===== src/rtl/zjh_shreg_pkg.sv =====
// Shared encodings for the universal shift register: manual modes, burst ops
// and the two-state burst sequencer.
package zjh_shreg_pkg;

  localparam logic [2:0] MODE_HOLD = 3'b000;
  localparam logic [2:0] MODE_SR   = 3'b001;
  localparam logic [2:0] MODE_SL   = 3'b010;
  localparam logic [2:0] MODE_LOAD = 3'b011;
  localparam logic [2:0] MODE_RR   = 3'b100;
  localparam logic [2:0] MODE_RL   = 3'b101;

  localparam logic [1:0] BOP_SR = 2'b00;
  localparam logic [1:0] BOP_SL = 2'b01;
  localparam logic [1:0] BOP_RR = 2'b10;
  localparam logic [1:0] BOP_RL = 2'b11;

  typedef logic [0:0] state_t;
  localparam state_t ST_IDLE = 1'b0;
  localparam state_t ST_RUN  = 1'b1;

  // Burst ops reuse the manual datapath, so translate them to a Mode code.
  function automatic logic [2:0] burst_mode(input logic [1:0] bop);
    logic [2:0] m;
    case (bop)
      BOP_SR:  m = MODE_SR;
      BOP_SL:  m = MODE_SL;
      BOP_RR:  m = MODE_RR;
      default: m = MODE_RL;
    endcase
    return m;
  endfunction

endpackage


===== src/rtl/zjh_univ_shreg_if.sv =====
// Control/data bundle of the universal shift register; the controller drives
// through master, the register itself sits on slave.
interface zjh_univ_shreg_if #(
  parameter int WIDTH = 8,
  parameter int CNT_W = $clog2(WIDTH) + 1
);
  logic             En;
  logic [2:0]       Mode;
  logic             DSR;
  logic             DSL;
  logic [WIDTH-1:0] Din;
  logic             Start;
  logic [1:0]       BurstOp;
  logic [CNT_W-1:0] Count;
  logic [WIDTH-1:0] Q;
  logic             SoutR;
  logic             SoutL;
  logic             Busy;
  logic             Done;

  modport master (
    output En, Mode, DSR, DSL, Din, Start, BurstOp, Count,
    input  Q, SoutR, SoutL, Busy, Done
  );

  modport slave (
    input  En, Mode, DSR, DSL, Din, Start, BurstOp, Count,
    output Q, SoutR, SoutL, Busy, Done
  );
endinterface


===== src/rtl/zjh_shreg_next.sv =====
// Combinational next-state of the register for one op; shared by the manual
// and burst paths so both use the same direction convention.
module zjh_shreg_next
  import zjh_shreg_pkg::*;
#(
  parameter int WIDTH = 8
) (
  input  logic [WIDTH-1:0] q_i,
  input  logic [2:0]       op_i,
  input  logic             dsr_i,
  input  logic             dsl_i,
  input  logic [WIDTH-1:0] din_i,
  output logic [WIDTH-1:0] q_o
);

  // "Right" moves bits toward the MSB, matching the 74HC194 heritage.
  always_comb begin
    case (op_i)
      MODE_SR:   q_o = {q_i[WIDTH-2:0], dsr_i};
      MODE_SL:   q_o = {dsl_i, q_i[WIDTH-1:1]};
      MODE_RR:   q_o = {q_i[WIDTH-2:0], q_i[WIDTH-1]};
      MODE_RL:   q_o = {q_i[0], q_i[WIDTH-1:1]};
      MODE_LOAD: q_o = din_i;
      MODE_HOLD: q_o = q_i;
      default:   q_o = q_i;
    endcase
  end

endmodule


===== src/rtl/zjh_univ_shreg.sv =====
// Universal shift register with manual modes and an autonomous N-step
// shift/rotate burst under a Start/Busy/Done handshake.
module zjh_univ_shreg #(
  parameter int WIDTH = 8,
  parameter int CNT_W = $clog2(WIDTH) + 1
) (
  input logic              Clk,
  input logic              MR,
  zjh_univ_shreg_if.slave  bus
);
  import zjh_shreg_pkg::*;

  logic [WIDTH-1:0] q_q, q_d, q_nxt;
  state_t           state_q, state_d;
  logic [CNT_W-1:0] cnt_q, cnt_d;
  logic [1:0]       bop_q, bop_d;
  logic             done_q, done_d;
  logic [2:0]       op_sel;

  assign op_sel = (state_q == ST_RUN) ? burst_mode(bop_q) : bus.Mode;

  zjh_shreg_next #(.WIDTH(WIDTH)) u_next (
    .q_i   (q_q),
    .op_i  (op_sel),
    .dsr_i (bus.DSR),
    .dsl_i (bus.DSL),
    .din_i (bus.Din),
    .q_o   (q_nxt)
  );

  // Done defaults low every edge so it clears even while En holds everything else.
  always_comb begin
    q_d     = q_q;
    state_d = state_q;
    cnt_d   = cnt_q;
    bop_d   = bop_q;
    done_d  = 1'b0;
    if (bus.En) begin
      if (state_q == ST_IDLE) begin
        if (bus.Start) begin
          if (bus.Count != '0) begin
            state_d = ST_RUN;
            cnt_d   = bus.Count;
            bop_d   = bus.BurstOp;
          end else begin
            done_d = 1'b1;
          end
        end else begin
          q_d = q_nxt;
        end
      end else begin
        q_d   = q_nxt;
        cnt_d = cnt_q - CNT_W'(1);
        if (cnt_q == CNT_W'(1)) begin
          state_d = ST_IDLE;
          done_d  = 1'b1;
        end
      end
    end
  end

  always_ff @(posedge Clk or posedge MR) begin
    if (MR) begin
      q_q     <= '0;
      state_q <= ST_IDLE;
      cnt_q   <= '0;
      bop_q   <= 2'b00;
      done_q  <= 1'b0;
    end else begin
      q_q     <= q_d;
      state_q <= state_d;
      cnt_q   <= cnt_d;
      bop_q   <= bop_d;
      done_q  <= done_d;
    end
  end

  assign bus.Q     = q_q;
  assign bus.SoutR = q_q[WIDTH-1];
  assign bus.SoutL = q_q[0];
  assign bus.Busy  = (state_q == ST_RUN);
  assign bus.Done  = done_q;

endmodule


===== src/flat_wrapper.sv =====
// flat-port wrapper written by rule: the top's interface ports become plain ports
module zjh_univ_shreg_flat import zjh_shreg_pkg::*;
#(
  parameter int WIDTH = 8,
  parameter int CNT_W = $clog2(WIDTH) + 1
)
  (Clk, MR, bus_En, bus_Mode, bus_DSR, bus_DSL, bus_Din, bus_Start, bus_BurstOp, bus_Count, bus_Q, bus_SoutR, bus_SoutL, bus_Busy, bus_Done);
  zjh_univ_shreg_if #(.WIDTH(WIDTH), .CNT_W(CNT_W)) bus_i ();
  input logic Clk;
  input logic MR;
  input wire logic [$bits(bus_i.En)-1:0] bus_En;
  input wire logic [$bits(bus_i.Mode)-1:0] bus_Mode;
  input wire logic [$bits(bus_i.DSR)-1:0] bus_DSR;
  input wire logic [$bits(bus_i.DSL)-1:0] bus_DSL;
  input wire logic [$bits(bus_i.Din)-1:0] bus_Din;
  input wire logic [$bits(bus_i.Start)-1:0] bus_Start;
  input wire logic [$bits(bus_i.BurstOp)-1:0] bus_BurstOp;
  input wire logic [$bits(bus_i.Count)-1:0] bus_Count;
  output wire logic [$bits(bus_i.Q)-1:0] bus_Q;
  output wire logic [$bits(bus_i.SoutR)-1:0] bus_SoutR;
  output wire logic [$bits(bus_i.SoutL)-1:0] bus_SoutL;
  output wire logic [$bits(bus_i.Busy)-1:0] bus_Busy;
  output wire logic [$bits(bus_i.Done)-1:0] bus_Done;
  assign bus_i.En = bus_En;
  assign bus_i.Mode = bus_Mode;
  assign bus_i.DSR = bus_DSR;
  assign bus_i.DSL = bus_DSL;
  assign bus_i.Din = bus_Din;
  assign bus_i.Start = bus_Start;
  assign bus_i.BurstOp = bus_BurstOp;
  assign bus_i.Count = bus_Count;
  assign bus_Q = bus_i.Q;
  assign bus_SoutR = bus_i.SoutR;
  assign bus_SoutL = bus_i.SoutL;
  assign bus_Busy = bus_i.Busy;
  assign bus_Done = bus_i.Done;
  zjh_univ_shreg #(.WIDTH(WIDTH), .CNT_W(CNT_W)) u_core (.Clk(Clk), .MR(MR), .bus(bus_i));
endmodule

===== config.mk =====
export PLATFORM = sky130hd
export DESIGN_NAME = zjh_univ_shreg_flat
export DESIGN_NICKNAME = d
export VERILOG_FILES = /design/src/rtl/zjh_shreg_pkg.sv /design/src/rtl/zjh_univ_shreg_if.sv /design/src/rtl/zjh_shreg_next.sv /design/src/rtl/zjh_univ_shreg.sv /design/src/flat_wrapper.sv
export SDC_FILE = /design/constraint.sdc
export NUM_CORES = 1
export LEC_CHECK = 0
export ABC_CLOCK_PERIOD_IN_PS = 1800
export CAP_MARGIN = 20
export CORE_MARGIN = 4
export CORE_UTILIZATION = 30
export CTS_CLUSTER_DIAMETER = 50
export DETAILED_ROUTE_END_ITERATION = 10
export PLACE_DENSITY = 0.53
export SETUP_SLACK_MARGIN = 0.5
export SYNTH_ARGS = -nofsm -noshare
export SYNTH_HDL_FRONTEND = slang
export SYNTH_SLANG_ARGS = --single-unit

===== constraint.sdc =====
create_clock -name Clk -period 1.8 [get_ports Clk]
set_input_delay 0.27 -clock Clk [delete_from_list [all_inputs] [get_ports Clk]]
set_output_delay 0.27 -clock Clk [all_outputs]
set_load 0.05 [all_outputs]

# [Word level (Yosys, flattened, before mapping)]
# Cells that the tools add are included.
[op_classes] add_sub_neg=1 n_reduce_logical=7 n_bitwise=1 eq_ne=9 n_mux=17
[ops] op="one-hot mux 8 bit (5 select lines)" n=1
[ops] op="two-way mux 8 bit" n=2
[ops] op="two-way mux 4 bit" n=3
[ops] op="two-way mux 1 bit" n=9
[ops] op="one-hot mux 3 bit (3 select lines)" n=1
[ops] op="equality test 3 x 2 -> 1 bit (second input constant)" n=2
[ops] op="equality test 3 bit (second input constant)" n=2
[ops] op="equality test 4 x 1 -> 1 bit (second input constant)" n=1
[ops] op="AND reduction 4 bit" n=1
[ops] op="nonzero test 2 bit" n=2
[ops] op="nonzero test 4 bit" n=1
[ops] op="subtractor 4 x 1 -> 4 bit (second input constant)" n=1
[ops] op="equality test 3 x 1 -> 1 bit (second input constant)" n=1
[ops] op="two-way mux 3 bit" n=1
[ops] op="AND reduction 3 bit" n=1
[ops] op="equality test 2 x 1 -> 1 bit (second input constant)" n=1
[ops] op="equality test 2 bit (second input constant)" n=1
[ops] op="logical NOT 2 bit" n=1
[ops] op="!= test 2 x 1 -> 1 bit (second input constant)" n=1
[ops] op="AND reduction 2 bit" n=1
[ops] op="inverter 1 bit" n=1
[word_totals] regBits=16 output_inout_bits=12 input_bits=23 word_cells=40

# [Logic depth before layout (Yosys ltp)]
[logic_depth] ltp_word=7 depth_mapped=7 mapped_depth_nobuf=7

# [Hierarchy]
# From an unflattened synthesis, not the netlist that was laid out.
[unflattened] hier_cells=144 area_unflattened_um2=1348.8
[modules_own_cells] mod="zjh_univ_shreg" cells_each=68 seq_area_each_um2=400.4 area_per_inst_um2=833.3 instances=1
[modules_own_cells] mod="zjh_shreg_next" cells_each=76 seq_area_each_um2=0.0 area_per_inst_um2=515.5 instances=1

# [Worst setup path after synthesis]
# OpenSTA, ideal clock, no wires.
[synth_path] kind="reg2reg" startpoint="register u_core.state_q (netlist: u_core.bus.Busy)" endpoint="register u_core.q_q[7] (netlist: u_core.bus.Q[7])" synth_period_minus_slack_ns=2.081 setup_slack_ns=-0.281 setup_ns=0.125 path_stages_with_launch=6 arrival_time_ns=1.955 required_time_ns=1.675 path_buffers=1 path_cell_list="dfrtp_1 buf_6 mux2i_2 nand2_1 a31oi_4 mux2_4"
[synth_between] elab_chain_cells=5 elab_cells_between_ends=11 cone_classes="eq/ne (6); mux (4); reduce/logical (1)"
[synth_lines] item="start: declaration" line="zjh_univ_shreg.sv:14" rtl="state_t state_q, state_d;"
[synth_lines] item="start signal: assignment" line="zjh_univ_shreg.sv:71" rtl="state_q <= state_d;"
[synth_lines] item="two-way mux 3 bit" line="zjh_univ_shreg.sv:20" rtl="assign op_sel = (state_q == ST_RUN) ? burst_mode(bop_q) : bus.Mode;"
[synth_lines] item="equality test 3 x 2 -> 1 bit, or another cell as far along" line="zjh_shreg_next.sv:18" rtl="case (op_i)"
[synth_lines] item="one-hot mux 8 bit (5 select lines)" line="zjh_shreg_next.sv:18"
[synth_lines] item="two-way mux 8 bit" line="zjh_univ_shreg.sv:40" rtl="if (bus.Start) begin"
[synth_lines] item="two-way mux 8 bit" line="zjh_univ_shreg.sv:39" rtl="if (state_q == ST_IDLE) begin"
[synth_lines] item="end signal: assignment" line="zjh_univ_shreg.sv:70" rtl="q_q <= q_d;"
[synth_lines] item="end: declaration" line="zjh_univ_shreg.sv:13" rtl="logic [WIDTH-1:0] q_q, q_d, q_nxt;"
# Parallel ways exist; a longest one is shown, timed or not. The select of a mux whose other input is x is not followed.
# A chain may end at the register's enable or synchronous reset.

# [Worst setup path in the final report]
[layout_path] startpoint="register u_core.bop_q[1]" endpoint="register u_core.q_q[4] (netlist: u_core.bus.Q[4])"
[layout_between] elab_chain_cells=7 elab_cells_between_ends=13 cone_classes="eq/ne (7); mux (5); reduce/logical (1)"
[layout_lines] item="start: declaration" line="zjh_univ_shreg.sv:16" rtl="logic [1:0] bop_q, bop_d;"
[layout_lines] item="start signal: assignment" line="zjh_univ_shreg.sv:73" rtl="bop_q <= bop_d;"
[layout_lines] item="equality test 2 bit, or another cell as far along" line="zjh_shreg_pkg.sv:24" rtl="case (bop)"
[layout_lines] item="one-hot mux 3 bit (3 select lines) (*)" line="zjh_shreg_pkg.sv:24"
[layout_lines] item="two-way mux 3 bit (*)" line="zjh_univ_shreg.sv:20"
[layout_lines] item="equality test 3 x 2 -> 1 bit, or another cell as far along" line="zjh_shreg_next.sv:18"
[layout_lines] item="one-hot mux 8 bit (5 select lines) (*)" line="zjh_shreg_next.sv:18"
[layout_lines] item="two-way mux 8 bit" line="zjh_univ_shreg.sv:40"
[layout_lines] item="two-way mux 8 bit (*)" line="zjh_univ_shreg.sv:39"
# Mark *: on every way between the ends. The rest lies on a longest branch, timed or not. The select of a mux whose other input is x is not followed.

==> metrics.txt <==
# TYPE chip_impl_metric gauge
chip_impl_metric{name="yosys_warnings",unit=""} 0
chip_impl_metric{name="detailedRoute.firstPassIterationCount",unit=""} 5
chip_impl_metric{name="core_area",unit="um^2"} 3740
chip_impl_metric{name="numClockSinks",unit=""} 16
chip_impl_metric{name="cts_htree_levels",unit=""} 1
chip_impl_metric{name="power_leakage",unit="nW"} 0.928
chip_impl_info{name="synthFlopType",value="dfrtp_1"} 1
chip_impl_metric{name="tritoncts_buffers",unit=""} 3
chip_impl_metric{name="synth-edff-count",unit=""} 0
chip_impl_metric{name="die_w",unit="um"} 70.7
chip_impl_metric{name="synth_cell_type_count",unit=""} 39
chip_impl_info{name="timing.rr.start",value="u_core.bop_q[1]"} 1
chip_impl_metric{name="grt_first_pass_wirelength",unit="um"} 5580
chip_impl_metric{name="worst_skew_pair.late_latency",unit="ns"} 0.25
chip_impl_metric{name="cell_count_after_synthesis",unit=""} 121
chip_impl_metric{name="antenna_viol_nets_final",unit=""} 0
chip_impl_info{name="worst_setup_path_endpoint",value="u_core.bus.Q[4]"} 1
chip_impl_info{name="synth.top_cells.by_area",value="dfrtp_1, mux2_4, ha_1"} 1
chip_impl_metric{name="placementRows",unit=""} 22
chip_impl_info{name="hp-class",value="in -> async"} 1
chip_impl_metric{name="area_growth_syn_to_layout",unit="%"} 75.7
chip_impl_info{name="rsz0062_at_grt",value="true"} 1
chip_impl_metric{name="number_of_setup_violations_in_the_final_report",unit=""} 8
chip_impl_metric{name="globalRouteOverflowTotal",unit=""} 0
chip_impl_metric{name="maxCapViolCount",unit=""} 0
chip_impl_metric{name="cts.clk_slew.worst_paths",unit="ns"} 0.07
chip_impl_metric{name="final_critical_path_setup_slack",unit="ns"} -0.255
chip_impl_info{name="cts_root_buffer",value="clkbuf_8"} 1
chip_impl_metric{name="path_max_fanout",unit=""} 7
chip_impl_metric{name="maxSlewHeadroom",unit=""} 0.702
chip_impl_metric{name="clock-skew-final",unit="ns"} 0.000937
chip_impl_info{name="cts_tree",value="done"} 1
chip_impl_metric{name="mappedNetlistArea",unit="um^2"} 1180
chip_impl_metric{name="multi_input_area",unit="um^2"} 828
chip_impl_metric{name="layout.area.seq",unit="um^2"} 404
chip_impl_metric{name="layout-drive-gt1-share",unit=""} 0.495
chip_impl_metric{name="ys_seq_area_frac",unit=""} 0.339
chip_impl_info{name="rr_endpoint",value="u_core.bus.Q[4]"} 1
chip_impl_metric{name="fin_crit_sh",unit=""} 1.14
chip_impl_info{name="crit_path_end_kind",value="register"} 1
chip_impl_metric{name="placed_cells",unit=""} 223
chip_impl_metric{name="synthesis.area_per_instance",unit="um^2"} 9.75
chip_impl_metric{name="critPathArrivalTime",unit="ns"} 2.19
chip_impl_metric{name="finish.cell_count_without_fillers",unit=""} 242
chip_impl_metric{name="nets",unit=""} 224
chip_impl_metric{name="antenna_found_initial",unit=""} 0
chip_impl_metric{name="floorplan.die.height",unit="um"} 70.7
chip_impl_info{name="most_frequent_cells_in_the_layout",value="buf_4, clkdlybuf4s50_1, dfrtp_1"} 1
chip_impl_metric{name="via_count",unit=""} 1199
chip_impl_metric{name="diodes",unit=""} 0
chip_impl_metric{name="detail_route.vias_per_cell",unit=""} 4.95
chip_impl_metric{name="pin_count_of_the_biggest_net_entering_global_routing",unit=""} 10
chip_impl_metric{name="worst_reg2reg_setup_slack",unit="ns"} -0.25
chip_impl_metric{name="synth-seq-cells",unit=""} 16
chip_impl_metric{name="route.detailed.drc",unit=""} 0
chip_impl_metric{name="floorplan.io_pins",unit=""} 35
chip_impl_metric{name="fillerInstances",unit=""} 357
chip_impl_metric{name="wire_per_inst",unit="um"} 13.2
chip_impl_info{name="synth_top_cell_by_area",value="dfrtp_1"} 1
chip_impl_metric{name="initial_util",unit=""} 0.315
chip_impl_metric{name="fp.dieArea",unit="um^2"} 5000
chip_impl_metric{name="post_detailed_placement_half_perimeter_wirelength",unit="um"} 2430
chip_impl_metric{name="grt_pass1_vias",unit=""} 1248
chip_impl_metric{name="reg2reg_depth",unit=""} 6
chip_impl_metric{name="ir_drop",unit="uV"} 1280
chip_impl_metric{name="synthArstFlopShare",unit=""} 1.00
chip_impl_metric{name="max-clock-path-buffers",unit=""} 2
chip_impl_metric{name="drt_iter0_markers",unit=""} 41
chip_impl_metric{name="fmax",unit="MHz"} 487
chip_impl_metric{name="detail_route.wirelength",unit="um"} 3200
chip_impl_metric{name="fin_crit",unit="ns"} 2.05
chip_impl_metric{name="synth_nets",unit=""} 150
chip_impl_metric{name="globalplace.congestion",unit=""} 0.799
chip_impl_metric{name="synth_top_area_frac",unit=""} 0.339
chip_impl_metric{name="worst_slew_pin_slew",unit="ns"} 0.446
chip_impl_info{name="timing.critical_path.from_type",value="register"} 1
chip_impl_metric{name="power.density",unit="nW/um^2"} 2080
chip_impl_metric{name="slew_violations",unit=""} 0
chip_impl_metric{name="hold_viol_final",unit=""} 0
chip_impl_info{name="setup.worst_path.class",value="reg -> reg"} 1
chip_impl_info{name="violations_in_the_final_reports",value="negative setup slack"} 1
chip_impl_info{name="outcome",value="complete, but fails checks"} 1
chip_impl_metric{name="placement.io_buffers",unit=""} 34
chip_impl_metric{name="grtUsageTotal",unit=""} 0.135
chip_impl_info{name="critPathLaunch",value="u_core.bop_q[1]"} 1
chip_impl_info{name="layout_commonest_cell",value="buf_4"} 1
chip_impl_metric{name="worstPathRequired",unit="ns"} 1.94
chip_impl_metric{name="preCtsSetupSlack",unit="ns"} -0.346
==> power breakdown <==
group	total [mW]	switching, mW	internal [mW]
logic	3.25	1.51	1.74
clock network	0.287	0.130	0.157
registers	0.771	0.229	0.542
total	4.31	1.87	2.44
==> through the flow <==
stage	total power, mW	area [um^2]	utilization	setup TNS, ns	hold WS (ns)
2_1_floorplan	2.59	1220	-	-0.760	0.184
3_3_place_gp	3.44	1760	0.470	-2.50	0.537
3_5_place_dp	3.48	1760	0.470	-2.86	0.536
4_1_cts	4.23	2020	0.539	-1.83	0.305
5_1_grt	4.60	2070	0.554	-2.50	0.319
6_report	4.31	2070	0.554	-1.73	0.291
==> state kept, by name, indices dropped and copies added, names as in the netlist <==
name,cells
u_core.bop_q,2
u_core.cnt_q,4
u_core.bus.Busy,1
u_core.bus.Done,1
u_core.bus.Q,8
==> how the worst min path moves through the flow <==
stage,slack [ns],cells past startpoint,startpoint,to
2_1_floorplan,0.18,1,MR,u_core.bop_q[0]
3_3_place_gp,0.54,1,u_core.cnt_q[2],u_core.cnt_q[2]
3_5_place_dp,0.54,1,u_core.cnt_q[0],u_core.cnt_q[0]
4_1_cts,0.31,2,MR,u_core.bus.Done
5_1_grt,0.32,2,bus_Count[3],u_core.cnt_q[3]
6_report,0.29,2,MR,u_core.cnt_q[0]
==> synthesized netlist by cell type (2+ instances only) <==
master	instances
nand3_1	2
a222oi_1	2
nor2b_1	4
a22oi_1	4
o21ai_1	5
inv_1	10
ha_1	6
buf_4	2
nand2_1	13
nor3_1	2
nor2_1	8
o21ai_0	4
mux2_4	7
a21oi_1	6
dfrtp_1	16
and2_1	2
mux2i_1	4
nor3b_1	3
==> critical path, stage by stage, from the launching register on <==
cell and delay (ns):
dfrtp_2 0.46, ha_4 0.18, o21ba_4 0.21, mux4_2 0.57, a22oi_1 0.18, o21ai_1 0.09, mux2_4 0.25
==> cell families (layout without fill, tap and decap cells) <==
| group | Yosys count | after routing | share of synthesized area |
|---|---|---|---|
| simple gates | 38 | 38 | 0.165 |
| buf+inv | 14 | 87 | 0.0573 |
| fa+ha+maj | 6 | 6 | 0.0636 |
| mux | 13 | 13 | 0.154 |
| flops | 16 | 16 | 0.339 |
| compound gates | 34 | 34 | 0.221 |
==> layer usage <==
layer / track usage / share of wire / routed length, um
met3: 0.0142 / 0.042 / 135
met5: 0 / 0 / 0
met4: 0.0480 / 0.014 / 44
met1: 0.174 / 0.45 / 1430
met2: 0.232 / 0.50 / 1590
==> layout make-up <==
| class | instances | share of cell area |
|---|---|---|
| tap | 48 | 0.0290 |
| inverter | 10 | 0.0181 |
| sequential | 16 | 0.195 |
| timing repair buffer | 73 | 0.337 |
| clock buffer | 4 | 0.0217 |
| multi-input combinational | 91 | 0.400 |
==> what timing repair did <==
item	4_1_cts	5_1_grt
buffers inserted	12	3
hold buffers	0	0
pin swaps	19	5
resized for setup	47	8
setup endpoints to repair	18	17
cloned	0	0
(Power assumes the default switching activity.)
